<file path="config.mk">
export PLATFORM = sky130hd
export DESIGN_NAME = ising_run_ctrl
export DESIGN_NICKNAME = d
export VERILOG_FILES = /design/src/rtl/ising_ctrl_pkg.sv /design/src/rtl/ising_down_counter.sv /design/src/rtl/ising_run_ctrl.sv
export SDC_FILE = /design/constraint.sdc
export NUM_CORES = 1
export LEC_CHECK = 0
export CAP_MARGIN = 20
export CORE_MARGIN = 1
export CORE_UTILIZATION = 49
export CTS_CLUSTER_DIAMETER = 80
export DETAILED_ROUTE_END_ITERATION = 10
export PLACE_DENSITY = 0.81
export SKIP_LAST_GASP = 1
export SLEW_MARGIN = 15
export SYNTH_ARGS = -nofsm -noshare
export SYNTH_HDL_FRONTEND = slang
export SYNTH_SLANG_ARGS = --single-unit
</file>
<file path="constraint.sdc">
create_clock -name clk -period 3.5 [get_ports clk]
set_input_delay 0.35 -clock clk [delete_from_list [all_inputs] [get_ports clk]]
set_output_delay 0.35 -clock clk [all_outputs]
set_load 0.02 [all_outputs]
</file>
<file path="src/rtl/ising_ctrl_pkg.sv">
// Shared definitions for the Ising run sequencer: state encoding, default
// sizes and a small helper used when loading the anneal duration.
package ising_ctrl_pkg;

  localparam int unsigned DATA_W         = 32;
  localparam int unsigned DEF_N          = 3;
  localparam int unsigned DEF_RST_CYCLES = 4;
  localparam int unsigned DEF_RD_LAT     = 2;
  localparam int unsigned DEF_IDX_W      = 16;

  typedef enum logic [2:0] {
    IDLE,
    RST,
    RUN,
    SETTLE,
    OUT,
    DONE
  } state_t;

  // A programmed anneal duration of zero is treated as one cycle.
  function automatic logic [DATA_W-1:0] clamp_min1(input logic [DATA_W-1:0] v);
    return (v == '0) ? DATA_W'(1) : v;
  endfunction

endpackage

</file>
<file path="src/rtl/ising_down_counter.sv">
// Loadable down-counter with a zero flag; shared by the reset, anneal and
// read-settle waits of the run sequencer.
module ising_down_counter
  import ising_ctrl_pkg::*;
#(
  parameter int unsigned W = DATA_W
) (
  input  logic         clk,
  input  logic         rstn,
  input  logic         load,
  input  logic [W-1:0] load_val,
  input  logic         dec,
  output logic         zero
);

  logic [W-1:0] count;

  // Load takes priority; decrement stops at zero so the flag stays asserted.
  always_ff @(posedge clk or negedge rstn) begin
    if (!rstn) begin
      count <= '0;
    end else if (load) begin
      count <= load_val;
    end else if (dec && !zero) begin
      count <= count - W'(1);
    end
  end

  assign zero = (count == '0);

endmodule

</file>
<file path="src/rtl/ising_run_ctrl.sv">
// Run sequencer for the Ising core and sampler: reset pulse, anneal window,
// then a sweep of the sampler read address with each phase word streamed
// out over a valid/ready interface.
module ising_run_ctrl
  import ising_ctrl_pkg::*;
#(
  parameter int unsigned N          = DEF_N,
  parameter int unsigned RST_CYCLES = DEF_RST_CYCLES,
  parameter int unsigned RD_LAT     = DEF_RD_LAT,
  parameter int unsigned IDX_W      = DEF_IDX_W
) (
  input  logic              clk,
  input  logic              rstn,
  input  logic              start,
  input  logic              abort,
  input  logic [31:0]       cfg_run_cycles,
  input  logic [31:0]       cfg_counter_max,
  input  logic [31:0]       cfg_counter_cutoff,
  output logic              ising_rstn,
  output logic [31:0]       counter_max,
  output logic [31:0]       counter_cutoff,
  output logic [31:0]       rd_addr,
  input  logic [31:0]       phase,
  output logic              res_valid,
  input  logic              res_ready,
  output logic [31:0]       res_data,
  output logic [IDX_W-1:0]  res_index,
  output logic              busy,
  output logic              done,
  output logic [31:0]       run_count
);

  localparam logic [31:0] LAST_IDX = 32'(N - 1);
  localparam logic [31:0] RST_LOAD = 32'(RST_CYCLES - 1);
  localparam logic [31:0] LAT_LOAD = 32'(RD_LAT - 1);

  state_t      state;
  logic [31:0] run_cycles;
  logic        cnt_load;
  logic        cnt_dec;
  logic [31:0] cnt_val;
  logic        cnt_zero;

  ising_down_counter #(.W(32)) u_wait_cnt (
    .clk      (clk),
    .rstn     (rstn),
    .load     (cnt_load),
    .load_val (cnt_val),
    .dec      (cnt_dec),
    .zero     (cnt_zero)
  );

  // Wait-counter control: preload one less than the wait length on entry to
  // each timed state, count down while in it, and leave it idle on abort.
  always_comb begin
    cnt_load = 1'b0;
    cnt_dec  = 1'b0;
    cnt_val  = '0;
    if (!(abort && state != IDLE)) begin
      case (state)
        IDLE: begin
          if (start && !abort) begin
            cnt_load = 1'b1;
            cnt_val  = RST_LOAD;
          end
        end
        RST: begin
          if (cnt_zero) begin
            cnt_load = 1'b1;
            cnt_val  = clamp_min1(run_cycles) - 32'd1;
          end else begin
            cnt_dec = 1'b1;
          end
        end
        RUN: begin
          if (cnt_zero) begin
            cnt_load = 1'b1;
            cnt_val  = LAT_LOAD;
          end else begin
            cnt_dec = 1'b1;
          end
        end
        SETTLE: cnt_dec = 1'b1;
        OUT: begin
          if (res_ready && rd_addr != LAST_IDX) begin
            cnt_load = 1'b1;
            cnt_val  = LAT_LOAD;
          end
        end
        default: ;
      endcase
    end
  end

  // Sequencer state and all registered outputs; abort overrides everything
  // outside IDLE, and rd_addr doubles as the current spin index.
  always_ff @(posedge clk or negedge rstn) begin
    if (!rstn) begin
      state          <= IDLE;
      run_cycles     <= '0;
      ising_rstn     <= 1'b0;
      counter_max    <= '0;
      counter_cutoff <= '0;
      rd_addr        <= '0;
      res_valid      <= 1'b0;
      res_data       <= '0;
      res_index      <= '0;
      busy           <= 1'b0;
      done           <= 1'b0;
      run_count      <= '0;
    end else begin
      done <= 1'b0;
      if (abort && state != IDLE) begin
        state      <= IDLE;
        ising_rstn <= 1'b0;
        res_valid  <= 1'b0;
        rd_addr    <= '0;
        busy       <= 1'b0;
      end else begin
        case (state)
          IDLE: begin
            if (start && !abort) begin
              run_cycles     <= cfg_run_cycles;
              counter_max    <= cfg_counter_max;
              counter_cutoff <= cfg_counter_cutoff;
              busy           <= 1'b1;
              state          <= RST;
            end
          end
          RST: begin
            if (cnt_zero) begin
              ising_rstn <= 1'b1;
              state      <= RUN;
            end
          end
          RUN: begin
            if (cnt_zero) begin
              rd_addr <= '0;
              state   <= SETTLE;
            end
          end
          SETTLE: begin
            if (cnt_zero) begin
              res_data  <= phase;
              res_index <= IDX_W'(rd_addr);
              res_valid <= 1'b1;
              state     <= OUT;
            end
          end
          OUT: begin
            if (res_ready) begin
              res_valid <= 1'b0;
              if (rd_addr == LAST_IDX) begin
                done       <= 1'b1;
                run_count  <= run_count + 32'd1;
                ising_rstn <= 1'b0;
                rd_addr    <= '0;
                state      <= DONE;
              end else begin
                rd_addr <= rd_addr + 32'd1;
                state   <= SETTLE;
              end
            end
          end
          DONE: begin
            busy  <= 1'b0;
            state <= IDLE;
          end
          default: state <= IDLE;
        endcase
      end
    end
  end

endmodule
</file>
## Yosys cells after proc, flatten, opt, wreduce, memory -nomap -nowiden

Cells that the tools add are included.

| storage, ports and cells | value |
|---|---|
| bits in registers | 247 |
| latch bits | 0 |
| memory bits (writable) | 0 |
| memory bits (read-only) | 0 |
| input bits | 133 |
| output and inout port bits | 180 |
| word-level logic and storage cells | 100 |
| memories | 0 |

| cells by class | value |
|---|---|
| add/subtract/negate cells | 4 |
| multipliers | 0 |
| div/mod/pow operators | 0 |
| $lt $le $gt $ge | 0 |
| equality and inequality tests | 13 |
| shift-type cells | 0 |
| mux-type cells | 45 |
| bitwise logic cells | 1 |
| reduce and logical (&&, ||, !) cells | 24 |

Operator list:

| cell | number |
|---|---|
| $mux W32 | 9 |
| $pmux W32 S4 | 1 |
| $add A32 B1 Y32 const B | 2 |
| $logic_not A32 Y1 | 2 |
| $pmux W32 S2 | 1 |
| $sub A32 B1 Y32 const B | 2 |
| $eq A32 B2 Y1 const B | 1 |
| $ne A32 B2 Y1 const B | 1 |
| $mux W3 | 7 |
| $mux W1 | 20 |
| $pmux W3 S5 | 1 |
| $reduce_bool A3 Y1 | 5 |
| $reduce_and A3 Y1 | 4 |
| $ne A3 B2 Y1 const B | 3 |
| $ne A3 B3 Y1 const B | 3 |
| $pmux W1 S2 | 4 |
| $reduce_and A4 Y1 | 2 |
| $eq A3 B2 Y1 const B | 2 |
| $eq A3 B3 Y1 const B | 2 |
| $reduce_and A5 Y1 | 1 |
| $logic_and A1 B1 Y1 | 4 |
| $eq A3 B1 Y1 const B | 1 |
| $logic_not A3 Y1 | 1 |
| $pmux W1 S3 | 1 |
| other kinds (6) | 7 |

## Depth between registers and ports, before layout

| logic depth | value |
|---|---|
| word-level depth | 7 |
| mapped depth | 13 |
| gate-level depth less buffers | 12 |

## Hierarchy

Synthesis repeated with hierarchy kept, for this count alone.

| unflattened totals | value |
|---|---|
| cells, all modules | 1,085 |
| area total of the unflattened synthesis | 12,176.7 um^2 |

Modules (own cells, without submodules):

| module | instances | cells each | area an instance (um^2) | seq. area each (um^2) |
|---|---|---|---|---|
| ising_run_ctrl | 1 | 850 | 10,077.2 | 5,380.2 |
| ising_down_counter | 1 | 235 | 2,099.5 | 800.8 |

## Worst setup path before layout

Ideal clock, no wire load.

| path | value |
|---|---|
| kind | reg-to-reg |
| from | reg run_cycles[17] |
| to | reg u_wait_cnt.count[22] |
| library setup time | 127 ps |
| arrival time | 3,109 ps |
| data required time | 3,373 ps |
| slack | 265 ps |
| cell stages (with the launch flop) | 14 |
| path buffers | 1 |
| clock period less this slack | 3,235 ps |
| path through | dfrtp_1 -> or4_4 -> or3_1 -> buf_6 -> nor4_4 -> a21oi_1 -> ha_1 -> nor4b_1 -> nand4_1 -> or2_2 -> nor3_1 -> xor2_1 -> nand2_1 -> o2bb2a_1 |

| between the ends | value |
|---|---|
| longest elaborated chain between the ends | 7 |

RTL lines:

| item | RTL line | text |
|---|---|---|
| start, declared | ising_run_ctrl.sv:38 | `logic [31:0] run_cycles;` |
| start signal, assigned | ising_run_ctrl.sv:123 | `run_cycles <= cfg_run_cycles;` |
| $logic_not A32 Y1 | ising_ctrl_pkg.sv:22 | `return (v == '0) ? DATA_W'(1) : v;` |
| $mux W32 * | ising_ctrl_pkg.sv:22 |  |
| $sub A32 B1 Y32 * | ising_run_ctrl.sv:70 | `cnt_val = clamp_min1(run_cycles) - 32'd1;` |
| $mux W32 * | ising_run_ctrl.sv:68 | `if (cnt_zero) begin` |
| $pmux W32 S4 * | ising_run_ctrl.sv:60 | `case (state)` |
| $mux W32 * | ising_run_ctrl.sv:59 | `if (!(abort && state != IDLE)) begin` |
| $mux W32 * | ising_down_counter.sv:22 | `end else if (load) begin` |
| end signal, assigned | ising_down_counter.sv:23 | `count <= load_val;` |
| end signal, assigned | ising_down_counter.sv:25 | `count <= count - W'(1);` |
| end, declared | ising_down_counter.sv:16 | `logic [W-1:0] count;` |

Mark *: on every way between the ends. The rest lies on a longest branch, timed or not.
A chain may end at the register's enable or synchronous reset.

## Worst setup path after layout

| path | value |
|---|---|
| from | reg run_cycles[23] |
| to | reg u_wait_cnt.count[22] |

| between the ends | value |
|---|---|
| longest elaborated chain between the ends | 7 |

RTL lines:

| item | RTL line |
|---|---|
| $logic_not A32 Y1 | ising_ctrl_pkg.sv:22 |
| $mux W32 | ising_ctrl_pkg.sv:22 |
| $sub A32 B1 Y32 | ising_run_ctrl.sv:70 |
| $mux W32 | ising_run_ctrl.sv:68 |
| $pmux W32 S4 | ising_run_ctrl.sv:60 |
| $mux W32 | ising_run_ctrl.sv:59 |
| $mux W32 | ising_down_counter.sv:22 |

No other way between the ends.

==> results.md <==
* Clock share of power at a little over a third
* Met3 wire length at approximately 2400 um
* Layout Nets at ~1600
* Power, Total at just under 9 mW
* Via Count at 9876
* Clock latency on the worst-skew pair at roughly 0.54 ns
* Reg clk slew, reported paths at approximately 0.06 ns
* TritonCTS buffer count at 27
* Area of the multi-input gates at roughly 0.0051 mm^2
* Crit-path max FO at 6
* CTS tree: done
* Synth area leader: dfrtp_1
* Worst-case clock buffer depth at 3
* Rows at 55
* Post-Syn Area at 0.01154 mm^2
* Top cells by count, synth: 356 x nand2_1, 247 x dfrtp_1, 68 x nor2_1
* GPL Wtd Cong at ~0.87
* Power per Cell Area at roughly 540 mW/mm^2
* Hold_ws at roughly 0.34 ns
* Antenna Diode Count at 0
* Count leader, synth: nand2_1
* Post-synthesis cell count at 1188
* Number of global-route vias before repair at 9872
* I/O pins at roughly 310
* First-pass GRT wire length at 49840 um
* Clk sink count at between 200 and 250
* CP required at 3.92 ns
* Layout cells sized above 1 at 9.652%
* DRT met1 WL at around 12000 um
* Register share of total power at between 40% and 50%
* 1st-pass router iterations at 5
* Core area at between 0.02 and 0.025 mm^2
* DP HPWL at between 20000 and 25000 um
* Fin util at between 70% and 80%
* Met2 wire length at approximately 15000 um
* GRT overflow at 0
* R2R Setup Slk at slightly below 0.2 ns
* Top-area cell type share of the netlist area at a little over half
* Comb pwr share at 24.6%
* Syn_area_per_cell at about 10 um^2
* Net Switching at ~2.7 mW
* Final Non-Filler Cells at between 1500 and 2000
* Max Cap Viol at 0
* Sum of negative setup slack at 0 ns
* Final period util at 94.48%
* Worst setup path category: reg2reg
* Fmax at 302.4 MHz
* Sw frac at a little under a third
* I/O Buffers at 312
* Register Area at slightly above 0.006 mm^2
* Cell variety after synth at between 60 and 70
* Final setup fails at 0
* Endpoint class of the critical path: register
* Status: complete, no violations
* Min-delay worst type: in2reg
* Residual DRC at 0
* Drt wl/cell at 16.55 um
* Primary FF master, synth: dfrtp_1
* First-iteration detailed-routing DRC count at 542
* Filler cells at about 1700
* Pint at about 6.0 mW
* Asr flop ratio synth at 100.0%
* Post-synth EDFFs at 0
* Die area at around 0.024 mm^2
* Routed Antenna Nets at 0
* Crit path time final at approximately 3.3 ns
* Synthesis Warnings at 0
* Vias per cell at 5.379
* H-tree depth at 1
* Relative max-transition margin at 49.20%
* Fin. Hold Viols at 0
* Die Ht at about 160 um
* Critical Path AT at 3.73 ns
* Slew of the pin with the lowest slew margin at 0.7551 ns
* Largest net degree at the start of global routing at 95
* CP startpoint kind: register
* Fin. max-slew vios at 0
* Max Clock Skew at approximately 0.026 ns
* GRT Total Usage at about 25%
* Ranking of synthesized cells by area: dfrtp_1 54%, nand2_1 12%, mux2_2 4.8%
* Final WL at between 30000 and 40000 um
* Synthesis-stage register bit count at between 200 and 250
* Layout area overhead at 38.97%
* Static leakage at 7.173 nW
* Root Buffer: clkbuf_16
* Starting Density at approximately 50%
* Top sig layer: met4
* RSZ-0062 raised after global routing: false
* Die width at approximately 160 um
* Initial antenna violation count at 0
* Max IR drop VDD at 454.6 uV
* Sequential element share of the synthesized area at a little over half
* Placed Cells at around 1800
* Synth Net Count at between 1000 and 1500
==> sequential cells by signal (all words and copies together) (netlist names), 16 cells and up <==
signal and count:
counter_max 32, res_data 32, run_cycles 32, rd_addr 32, run_count 32, u_wait_cnt.count 32, counter_cutoff 32, res_index 16
==> repair_timing <==
action	in CTS	in global routing
resized for setup	0	2
hold endpoints to repair	89	0
hold buffers	1	0
buffers inserted	0	0
endpoints found under the setup margin	0	1
==> final timing paths <==
path,depth (start not counted),endpoint,from
worst min-delay path,3,run_cycles[27],cfg_run_cycles[27]
worst max-delay path,12,u_wait_cnt.count[22],run_cycles[23]
min in group asynchronous,2,run_count[26],rstn
max in group asynchronous,3,run_cycles[2],rstn
worst min register to register,1,run_count[31],run_count[31]
worst max register to register,12,u_wait_cnt.count[22],run_cycles[23]
==> metrics by stage <==
step           setup slack [ns]  cell area, um^2
2_1_floorplan            0.2648            11540
3_3_place_gp             0.2884            15070
3_5_place_dp             0.2287            15070
4_1_cts                  0.1994            16020
5_1_grt                 0.03559            16030
6_report                 0.1932            16030
==> cell type report <==
| class | instances | area share [%] |
|---|---|---|
| inverter | 12 | 0.2809 |
| clock inverter | 11 | 1.124 |
| timing repair buffer | 337 | 20.93 |
| clock buffer | 37 | 4.760 |
| multi-input combinational | 879 | 31.91 |
| sequential | 247 | 38.55 |
| tap | 313 | 2.443 |
==> metal layers <==
metal	vias up	track usage, %
met5	-	0
met4	0	6.723
met3	47	5.710
met2	380	43.86
met1	4748	32.43
li1	4701	-
==> cells by family after synthesis <==
logic type      share of synthesized area [%]
flops                                   53.57
xor+xnor                                6.518
fa+ha+maj                              0.5422
simple gates                            24.56
buf+inv                                 2.397
compound gates                          7.624
mux                                     4.783
==> placed cells by master, fill, tap and decap left out, types with 4 or more instances in the layout <==
| cell | Yosys | final |
|---|---|---|
| and4_1 | 10 | 10 |
| o22a_1 | 6 | 6 |
| or2_2 | 4 | 4 |
| and3_1 | 10 | 9 |
| clkbuf_16 | 0 | 27 |
| nand3_1 | 42 | 41 |
| clkdlybuf4s50_1 | 0 | 311 |
| and2_1 | 7 | 7 |
| xnor2_1 | 51 | 51 |
| inv_1 | 12 | 12 |
| a31oi_1 | 11 | 11 |
| a21oi_1 | 16 | 16 |
| ha_1 | 5 | 5 |
| buf_4 | 2 | 21 |
| nand2_1 | 356 | 356 |
| clkbuf_8 | 0 | 5 |
| nor2_1 | 68 | 67 |
| clkinv_2 | 0 | 6 |
| o22ai_1 | 13 | 13 |
| xor2_1 | 33 | 33 |
| or3_1 | 6 | 5 |
| clkbuf_1 | 29 | 5 |
| nand2b_1 | 10 | 10 |
| nor4_1 | 23 | 23 |
| bufinv_16 | 0 | 5 |
| o21ai_0 | 40 | 40 |
| nor3_1 | 22 | 22 |
| o31ai_1 | 14 | 14 |
| nand4_1 | 15 | 15 |
| o41ai_1 | 7 | 7 |
| dfrtp_1 | 247 | 247 |
| mux2_2 | 49 | 49 |
==> critical path, cell delays in order (launching register included) <==
cell and delay (ns):
dfrtp_1 0.44, or4_4 0.59, or4_4 0.47, nor4_4 0.30
a21oi_1 0.17, ha_1 0.25, nor4b_2 0.19, nand4_1 0.15
or2_2 0.16, nor3_1 0.06, xor2_1 0.15, nand2_1 0.07
o2bb2a_1 0.20
==> power groups by stage <==
stage / combinational [mW] / sequential [mW] / clock, mW
floorplan: 0.993 / 3.77 / 0
global placement: 2.08 / 3.56 / 0
detailed placement: 2.12 / 3.58 / 0
CTS: 2.15 / 3.54 / 3.07
global route: 2.34 / 3.59 / 3.19
finish: 2.14 / 3.55 / 3.02
No activity file was read; power rests on OpenSTA's default activity.
